File: src/rtl/galaga_pkg.sv
// ============================================================================
// Module      : galaga_pkg
// Description : Shared state encoding, default timing constants and helpers.
// Revision    : 1.0 - initial release
// ============================================================================
`default_nettype none

package galaga_pkg;

    typedef enum logic [1:0] {
        ST_IDLE    = 2'd0,
        ST_EXPLODE = 2'd1,
        ST_RESPAWN = 2'd2,
        ST_DONE    = 2'd3
    } expl_state_t;

    localparam int DEF_EXPLODE_FRAMES  = 4;
    localparam int DEF_FRAMES_PER_STEP = 8;
    localparam int DEF_RESPAWN_FRAMES  = 60;
    localparam int DEF_SCORE_INC       = 10;
    localparam int SCORE_W             = 16;

    // Bits needed to hold 0..n-1, never less than one.
    function automatic int width_of(input int n);
        return (n > 1) ? $clog2(n) : 1;
    endfunction

endpackage

`default_nettype wire

File: src/rtl/frame_timer.sv
// ============================================================================
// Module      : frame_timer
// Description : Loadable down-counter stepped by frame_tick; expire pulses on
//               the tick that finds the count at zero. Load wins over a tick.
// Revision    : 1.0 - initial release
// ============================================================================
`default_nettype none

module frame_timer #(
    parameter int WIDTH = 8
) (
    input  logic             Clk,
    input  logic             Reset,
    input  logic             frame_tick,
    input  logic             load,
    input  logic [WIDTH-1:0] load_value,
    output logic             expire
);

    logic [WIDTH-1:0] r_count;

    assign expire = frame_tick && (r_count == '0);

    always_ff @(posedge Clk or posedge Reset) begin
        if (Reset) begin
            r_count <= '0;
        end else if (load) begin
            r_count <= load_value;
        end else if (frame_tick && (r_count != '0)) begin
            r_count <= r_count - 1'b1;
        end
    end

endmodule

`default_nettype wire

File: src/rtl/explosion_controller.sv
// ============================================================================
// Module      : explosion_controller
// Description : Enemy-hit responder: hide enemy, animate explosion, respawn
//               delay, score update, then pulse done. Optional animation via
//               macro EXPLOSION_ANIM_EN.
// Revision    : 1.0 - initial release
// ============================================================================
`default_nettype none

module explosion_controller #(
    parameter int EXPLODE_FRAMES  = galaga_pkg::DEF_EXPLODE_FRAMES,
    parameter int FRAMES_PER_STEP = galaga_pkg::DEF_FRAMES_PER_STEP,
    parameter int RESPAWN_FRAMES  = galaga_pkg::DEF_RESPAWN_FRAMES,
    parameter int SCORE_W         = galaga_pkg::SCORE_W,
    parameter int SCORE_INC       = galaga_pkg::DEF_SCORE_INC,
    localparam int c_FRAME_W      = galaga_pkg::width_of(EXPLODE_FRAMES)
) (
    input  logic                 Clk,
    input  logic                 Reset,
    input  logic                 frame_tick,
    input  logic                 enemy_hit,
    output logic                 done,
    output logic                 enemy_visible,
    output logic                 explode_active,
    output logic [c_FRAME_W-1:0] explode_frame,
    output logic                 laser_retract,
    output logic [SCORE_W-1:0]   score
);

    import galaga_pkg::*;

    localparam int c_TMAX    = (FRAMES_PER_STEP > RESPAWN_FRAMES) ? FRAMES_PER_STEP : RESPAWN_FRAMES;
    localparam int c_TIMER_W = width_of(c_TMAX);
    localparam logic [c_TIMER_W-1:0] c_RESP_LOAD = c_TIMER_W'(RESPAWN_FRAMES - 1);
    localparam logic [SCORE_W-1:0]   c_SCORE_INC = SCORE_W'(SCORE_INC);

    expl_state_t            r_state;
    logic                   r_done;
    logic                   r_visible;
    logic                   r_retract;
    logic [SCORE_W-1:0]     r_score;
    logic                   w_expire;
    logic                   w_load;
    logic [c_TIMER_W-1:0]   w_load_value;
    logic [SCORE_W:0]       w_sum;
    logic [SCORE_W-1:0]     w_score_next;

`ifdef EXPLOSION_ANIM_EN
    localparam logic [c_TIMER_W-1:0] c_STEP_LOAD  = c_TIMER_W'(FRAMES_PER_STEP - 1);
    localparam logic [c_FRAME_W-1:0] c_LAST_FRAME = c_FRAME_W'(EXPLODE_FRAMES - 1);

    logic                 r_explode_active;
    logic [c_FRAME_W-1:0] r_frame;

    assign explode_active = r_explode_active;
    assign explode_frame  = r_frame;
`else
    assign explode_active = 1'b0;
    assign explode_frame  = '0;
`endif

    assign done          = r_done;
    assign enemy_visible = r_visible;
    assign laser_retract = r_retract;
    assign score         = r_score;

    assign w_sum        = {1'b0, r_score} + {1'b0, c_SCORE_INC};
    assign w_score_next = w_sum[SCORE_W] ? '1 : w_sum[SCORE_W-1:0];

    // The single timer is reloaded for each explosion step and the respawn wait.
    always_comb begin
        w_load       = 1'b0;
        w_load_value = c_RESP_LOAD;
        case (r_state)
            ST_IDLE: begin
                if (enemy_hit) begin
                    w_load = 1'b1;
`ifdef EXPLOSION_ANIM_EN
                    w_load_value = c_STEP_LOAD;
`endif
                end
            end
`ifdef EXPLOSION_ANIM_EN
            ST_EXPLODE: begin
                if (w_expire) begin
                    w_load       = 1'b1;
                    w_load_value = (r_frame == c_LAST_FRAME) ? c_RESP_LOAD : c_STEP_LOAD;
                end
            end
`endif
            default: ;
        endcase
    end

    frame_timer #(
        .WIDTH      (c_TIMER_W)
    ) u_frame_timer (
        .Clk        (Clk),
        .Reset      (Reset),
        .frame_tick (frame_tick),
        .load       (w_load),
        .load_value (w_load_value),
        .expire     (w_expire)
    );

    always_ff @(posedge Clk or posedge Reset) begin
        if (Reset) begin
            r_state   <= ST_IDLE;
            r_done    <= 1'b0;
            r_visible <= 1'b1;
            r_retract <= 1'b0;
            r_score   <= '0;
`ifdef EXPLOSION_ANIM_EN
            r_explode_active <= 1'b0;
            r_frame          <= '0;
`endif
        end else begin
            r_done    <= 1'b0;
            r_retract <= 1'b0;
            case (r_state)
                ST_IDLE: begin
                    if (enemy_hit) begin
                        r_retract <= 1'b1;
                        r_score   <= w_score_next;
                        r_visible <= 1'b0;
`ifdef EXPLOSION_ANIM_EN
                        r_state          <= ST_EXPLODE;
                        r_explode_active <= 1'b1;
                        r_frame          <= '0;
`else
                        r_state <= ST_RESPAWN;
`endif
                    end
                end
`ifdef EXPLOSION_ANIM_EN
                ST_EXPLODE: begin
                    if (w_expire) begin
                        if (r_frame == c_LAST_FRAME) begin
                            r_state          <= ST_RESPAWN;
                            r_explode_active <= 1'b0;
                            r_frame          <= '0;
                        end else begin
                            r_frame <= r_frame + 1'b1;
                        end
                    end
                end
`endif
                ST_RESPAWN: begin
                    if (w_expire) begin
                        r_state <= ST_DONE;
                        r_done  <= 1'b1;
                    end
                end
                ST_DONE: begin
                    r_state   <= ST_IDLE;
                    r_visible <= 1'b1;
                end
                default: r_state <= ST_IDLE;
            endcase
        end
    end

endmodule

`default_nettype wire

File: config.mk
export PLATFORM = sky130hd
export DESIGN_NAME = explosion_controller
export DESIGN_NICKNAME = d
export VERILOG_FILES = /design/src/rtl/galaga_pkg.sv /design/src/rtl/frame_timer.sv /design/src/rtl/explosion_controller.sv
export SDC_FILE = /design/constraint.sdc
export NUM_CORES = 1
export LEC_CHECK = 0
export ABC_AREA = 1
export CORE_MARGIN = 2
export CORE_UTILIZATION = 52
export CTS_CLUSTER_SIZE = 16
export DETAILED_ROUTE_END_ITERATION = 12
export PLACE_DENSITY = 0.9
export REMOVE_ABC_BUFFERS = 1
export SLEW_MARGIN = 25
export SYNTH_ARGS = -nofsm -noshare
export SYNTH_HDL_FRONTEND = slang
export SYNTH_SLANG_ARGS = --single-unit
File: constraint.sdc
create_clock -name Clk -period 1.4 [get_ports Clk]
set_input_delay 0.28 -clock Clk [delete_from_list [all_inputs] [get_ports Clk]]
set_output_delay 0.28 -clock Clk [all_outputs]
set_load 0.02 [all_outputs]
Word level (Yosys, flattened, before mapping) --
Cells that the tools add are included.
Word-level totals: input bits 4, output and inout bits 22, register bits 27
Cells by class: $add $sub $neg 2, reduce and logical (&&, ||, !) cells 10, equality and inequality tests 4, muxes and demuxes 12
Operators with widths (number):
- $add A16 B4 Y17 const B | 1
- $mux W16 | 1
- $mux W6 | 2
- $logic_not A6 Y1 | 1
- $reduce_and A2 Y1 | 3
- $reduce_bool A6 Y1 | 1
- $sub A6 B1 Y6 const B | 1
- $mux W1 | 5
- $eq A2 B2 Y1 const B | 2
- $mux W2 | 2
- $pmux W2 S2 | 1
- $reduce_bool A2 Y1 | 2
- $logic_and A1 B1 Y1 | 2
- $logic_not A2 Y1 | 1
- $ne A2 B1 Y1 const B | 1
- $ne A2 B2 Y1 const B | 1
- $pmux W1 S2 | 1

Depth between registers and ports, before layout --
depth after elaboration 4, gate-level depth with buffers 8

Hierarchy --
From an unflattened synthesis, not the netlist that was laid out.
Unflattened totals: cells, all modules 202, area total of the unflattened synthesis 1640.3 um2
Modules (own cells, without submodules):
- explosion_controller | instances 1, seq. area each 526.8 um2, cells each 136, area an instance 1154.9 um2
- frame_timer | instances 1, seq. area each 150.1 um2, cells each 66, area an instance 485.5 um2

Least setup slack after synthesis --
Ideal clock, no wire load.
path kind register to register, start register r_score[2] (netlist: score[2]), end register r_score[7] (netlist: score[7]), arrival time 1.222 ns, library setup time 0.122 ns, period minus slack after synthesis 1.344 ns, buffers on the path 0, cell stages (with the launch flop) 8, path slack 0.056 ns, data required time 1.278 ns, path through dfrtp_1 > ha_1 > nor2_1 > nor2_1 > nand2_1 > nor2_4 > xnor2_1 > nand2_1
Between the ends: cells in the longest elaborated chain, start to end 2
Ends and longest elaborated chain:
- start, declared | RTL line explosion_controller.sv:41 | logic [SCORE_W-1:0] r_score;
- start signal, assigned | RTL line explosion_controller.sv:124 | r_score <= w_score_next;
- $add A16 B4 Y17 | RTL line explosion_controller.sv:67 | assign w_sum = {1'b0, r_score} + {1'b0, c_SCORE_INC};
- $mux W16 | RTL line explosion_controller.sv:68 | assign w_score_next = w_sum[SCORE_W] ? '1 : w_sum[SCORE_W-1:0];
Every way passes these cells. A chain may end at the register's enable or synchronous reset.

Worst setup path in the final report --
start register r_score[1] (netlist: score[1]), end register r_score[7] (netlist: score[7])
The elaborated chain is that of the path after synthesis.

==> run_results.csv <==
group,metric,value,unit
power,internal-power,1.64,mW
detailed_routing,drtIter0Drc,44,
logic_synthesis,yosys.area_share.simple,0.366,
logic_synthesis,syn_area,1510,sq um
logic_synthesis,synth_compound_area_frac,0.0465,
clock_network,cts_tree,"built",
clock_network,clk_pin_slew,0.15,ns
placement,routabilityCongestion,0.838,
detailed_routing,wire_per_inst,12.4,um
global_routing,grt_pass1_wl,5160,um
floorplan,start_util,0.547,
cells_and_area,final_area,1880,sq um
sta,max_freq,714,MHz
logic_synthesis,synthAdderAreaFrac,0.0249,
placement,dpl.cell_count,252,
setup_path,path_max_fanout,5,
detailed_routing,dr.pass1.iters,4,
cells_and_area,finalNetCount,236,
logic_synthesis,ys_top_cells_by_area,"dfrtp_1 (43%), nand2_1 (13%), nand3_1 (5.0%), inv_1 (4.7%), nor2_1 (4.0%)",
cells_and_area,stdcell_count,259,
sta,hold_viol,0,
logic_synthesis,synthMuxAreaShare,0,
global_routing,grt_max_degree,28,
clock_network,cts_buffers,3,
floorplan,core_area,2760,sq um
logic_synthesis,yosysMostFrequentCell,"nand2_1",
cells_and_area,antenna_cells,0,
global_routing,grt_overflow_total,0,
sta,fin_crit_sh,1.00,
job,max_cap_viol_count,0,
clock_network,cts_buffer_depth,2,
placement,hpwl,2340,um
status,status,"finished, violations left",
setup_path,cpPeakStageDelay,0.46,ns
sta,fin_skew,0.00378,ns
power,switchingPower,1.23,mW
status,violations,"setup timing",
sta,rsz0062_at_grt,"yes",
detailed_routing,ant_nets,0,
setup_path,worst_path_most_repeated_cell,"nor2_1",
placement,placed_area,1860,sq um
sta,worst_slack,-0.000302,ns
setup_path,cp.buffers_inverters,0,
cells_and_area,syn_to_final_growth,24.6,%
clock_network,clk_latency,0.33,ns
setup_path,crit_path_end_kind,"flop",
floorplan,fp.dieArea,3350,sq um
floorplan,ios,26,
logic_synthesis,synth_top_area_frac,0.432,
cells_and_area,layout-drive-gt1-share,0.237,
logic_synthesis,synth_edf_count,0,
setup_path,path_cells,"ha_2, nor2_1, nor2_1, nand2_2, nor2_4, xnor2_1, nand2_1",
power,total_power,2.87,mW
logic_synthesis,synthCells,188,
floorplan,rows,19,
sta,setup_viol,1,
placement,post-place-ws,-0.196,ns
clock_network,cts_sinks,27,
logic_synthesis,synth_top_area_cell,"dfrtp_1",
placement,port_buffers,22,
setup_path,critPathKind,"flop to flop",
setup_path,cpMaxStageDelayCell,"dfrtp_1",
setup_path,cp_data_required_time,1.64,ns
global_routing,antenna_found_initial,0,
power,leakage,0.951,nW
setup_path,path_delay_family,"simple AND/OR/NAND/NOR gates",
detailed_routing,routed_wirelength,3200,um
detailed_routing,routed_via_density,5.18,
clock_network,ctsRootBufferMaster,"clkbuf_4",
logic_synthesis,ys.flop_type,"dfrtp_1",
logic_synthesis,synth_top_family_by_area,"simple AND/OR/NAND/NOR gates",
detailed_routing,via_count,1341,
logic_synthesis,synth-xor-area-share,0.0407,
sta,drv_slew,0,
floorplan,die_x,57.8,um
min_path,hold_class,"primary input to asynchronous set/reset pin",
power,p_seq_frac,0.419,
logic_synthesis,ys_seq_area_frac,0.449,
power,swShare,0.428,
power,p_per_area,1530,nW/um^2
setup_path,arrival,1.64,ns
global_routing,track_usage,0.199,
sta,fin_crit,1.40,ns
power,clkPwrFrac,0.122,
detailed_routing,drc,0,
logic_synthesis,ys_types,24,
power,peakVddDrop,1.34,mV
logic_synthesis,ys_top_cells_by_count,"nand2_1 (51), dfrtp_1 (26), inv_1 (19), nor2_1 (16), nand3_1 (15)",
logic_synthesis,yosys_warnings,0,
power,p_comb_frac,0.459,
clock_network,ctsHtreeMaxLevel,1,
global_routing,grt_pass1_vias,1150,
setup_path,start_kind,"flop",
logic_synthesis,ys_ff_latch,27,
logic_synthesis,syn_avg_cell_area,8.02,sq um
logic_synthesis,async_reset_ff_frac,1.00,
floorplan,die_y,57.8,um
[metrics by stage]
stage | utilization | TNS (ns) | hold slack, ns
6_report | 0.681 | -0.000302 | 0.260
5_1_grt | 0.681 | -0.226 | 0.280
4_1_cts | 0.677 | 0 | 0.268
3_5_place_dp | 0.673 | -1.88 | 0.456
3_3_place_gp | 0.673 | -1.85 | 0.463
2_1_floorplan | - | 0 | 0.332
[cell type report]
type                            count  area, sq um
Multi-Input combinational cell    139          754
Inverter                           19         71.3
Sequential cell                    27          677
Clock inverter                      1         5.00
Tap cell                           31         38.8
Fill cell                         210          880
Clock buffer                        3         22.5
Timing Repair Buffer               39          309
[registers in the layout, indices dropped and copies added, names as in the netlist]
signal                 cells
score                     16
laser_retract              1
enemy_visible              1
u_frame_timer.r_count      6
r_state                    2
done                       1
[cells in the final DEF (no fill, tap or decap)]
cell type,netlist,layout
xor2_1,6,6
nor3b_1,2,2
clkdlybuf4s50_1,0,3
clkdlybuf4s15_2,0,1
nand2_1,51,50
nand2_4,1,2
o21ai_0,9,8
ha_1,3,2
dfrtp_1,26,26
nor2_1,16,15
nor2_4,3,5
dlygate4sd2_1,0,10
nor2_2,7,6
or2_2,1,1
nand3_1,15,15
inv_2,0,2
inv_1,19,17
clkbuf_2,0,7
buf_12,0,1
clkinv_2,0,1
dfstp_2,1,1
a21oi_1,2,2
nand3b_1,3,3
buf_4,4,16
buf_2,1,1
nand4_1,7,7
xnor2_1,1,1
o21ai_1,3,4
clkbuf_4,0,3
nand2_2,5,5
nand3_4,1,1
conb_1,1,3
ha_2,0,1
[final timing paths]
check                          from       endpoint  slack, ns  depth (start not counted)
max reg2reg                score[1]       score[7]    -0.0003                          7
max in group asynchronous     Reset  enemy_visible       0.91                          3
min in group Clk           score[0]       score[0]       0.49                          2
min                           Reset      score[10]       0.26                          3
min reg2reg                score[0]       score[0]       0.49                          2
max                        score[1]       score[7]    -0.0003                          7
[layer usage]
layer / wire (um) / GRT usage / part of all wire
met1: 1560 / 0.290 / 0.49
met2: 1460 / 0.300 / 0.46
met3: 116 / 0.0223 / 0.036
met4: 70 / 0.0897 / 0.022
met5: 0 / 0 / 0
[power by group through the flow]
stage	logic [mW]	registers [mW]	clock network, mW
after detailed placement	1.29	1.20	0
after global routing	1.48	1.23	0.377
after floorplan	0.671	1.31	0
after CTS	1.25	1.19	0.356
after global placement	1.26	1.20	0
final	1.32	1.20	0.349
[timing repair]
item / in CTS / in global routing
gates resized for setup: 30 / 17
hold buffers: 0 / 0
pin swaps: 0 / 6
buffers inserted: 0 / 3
endpoints found under the setup margin: 19 / 22
[worst register-to-register path, delay by kind of cell (launching register included)]
| kind | cells | cell delay [ns] |
|---|---|---|
| flip-flops | 1 | 0.46 |
| AND/OR/NAND/NOR | 5 | 0.50 |
| XOR/XNOR | 1 | 0.13 |
| adder cells (fa/ha/maj) | 1 | 0.22 |
[kinds of logic after synthesis]
family / Yosys count
AND/OR/NAND/NOR: 112
flip-flops: 27
buffers and inverters: 24
AO/OA/AOI/OAI: 14
XOR/XNOR: 7
adder cells (fa/ha/maj): 3
other: 1
(Power assumes the default switching activity.)
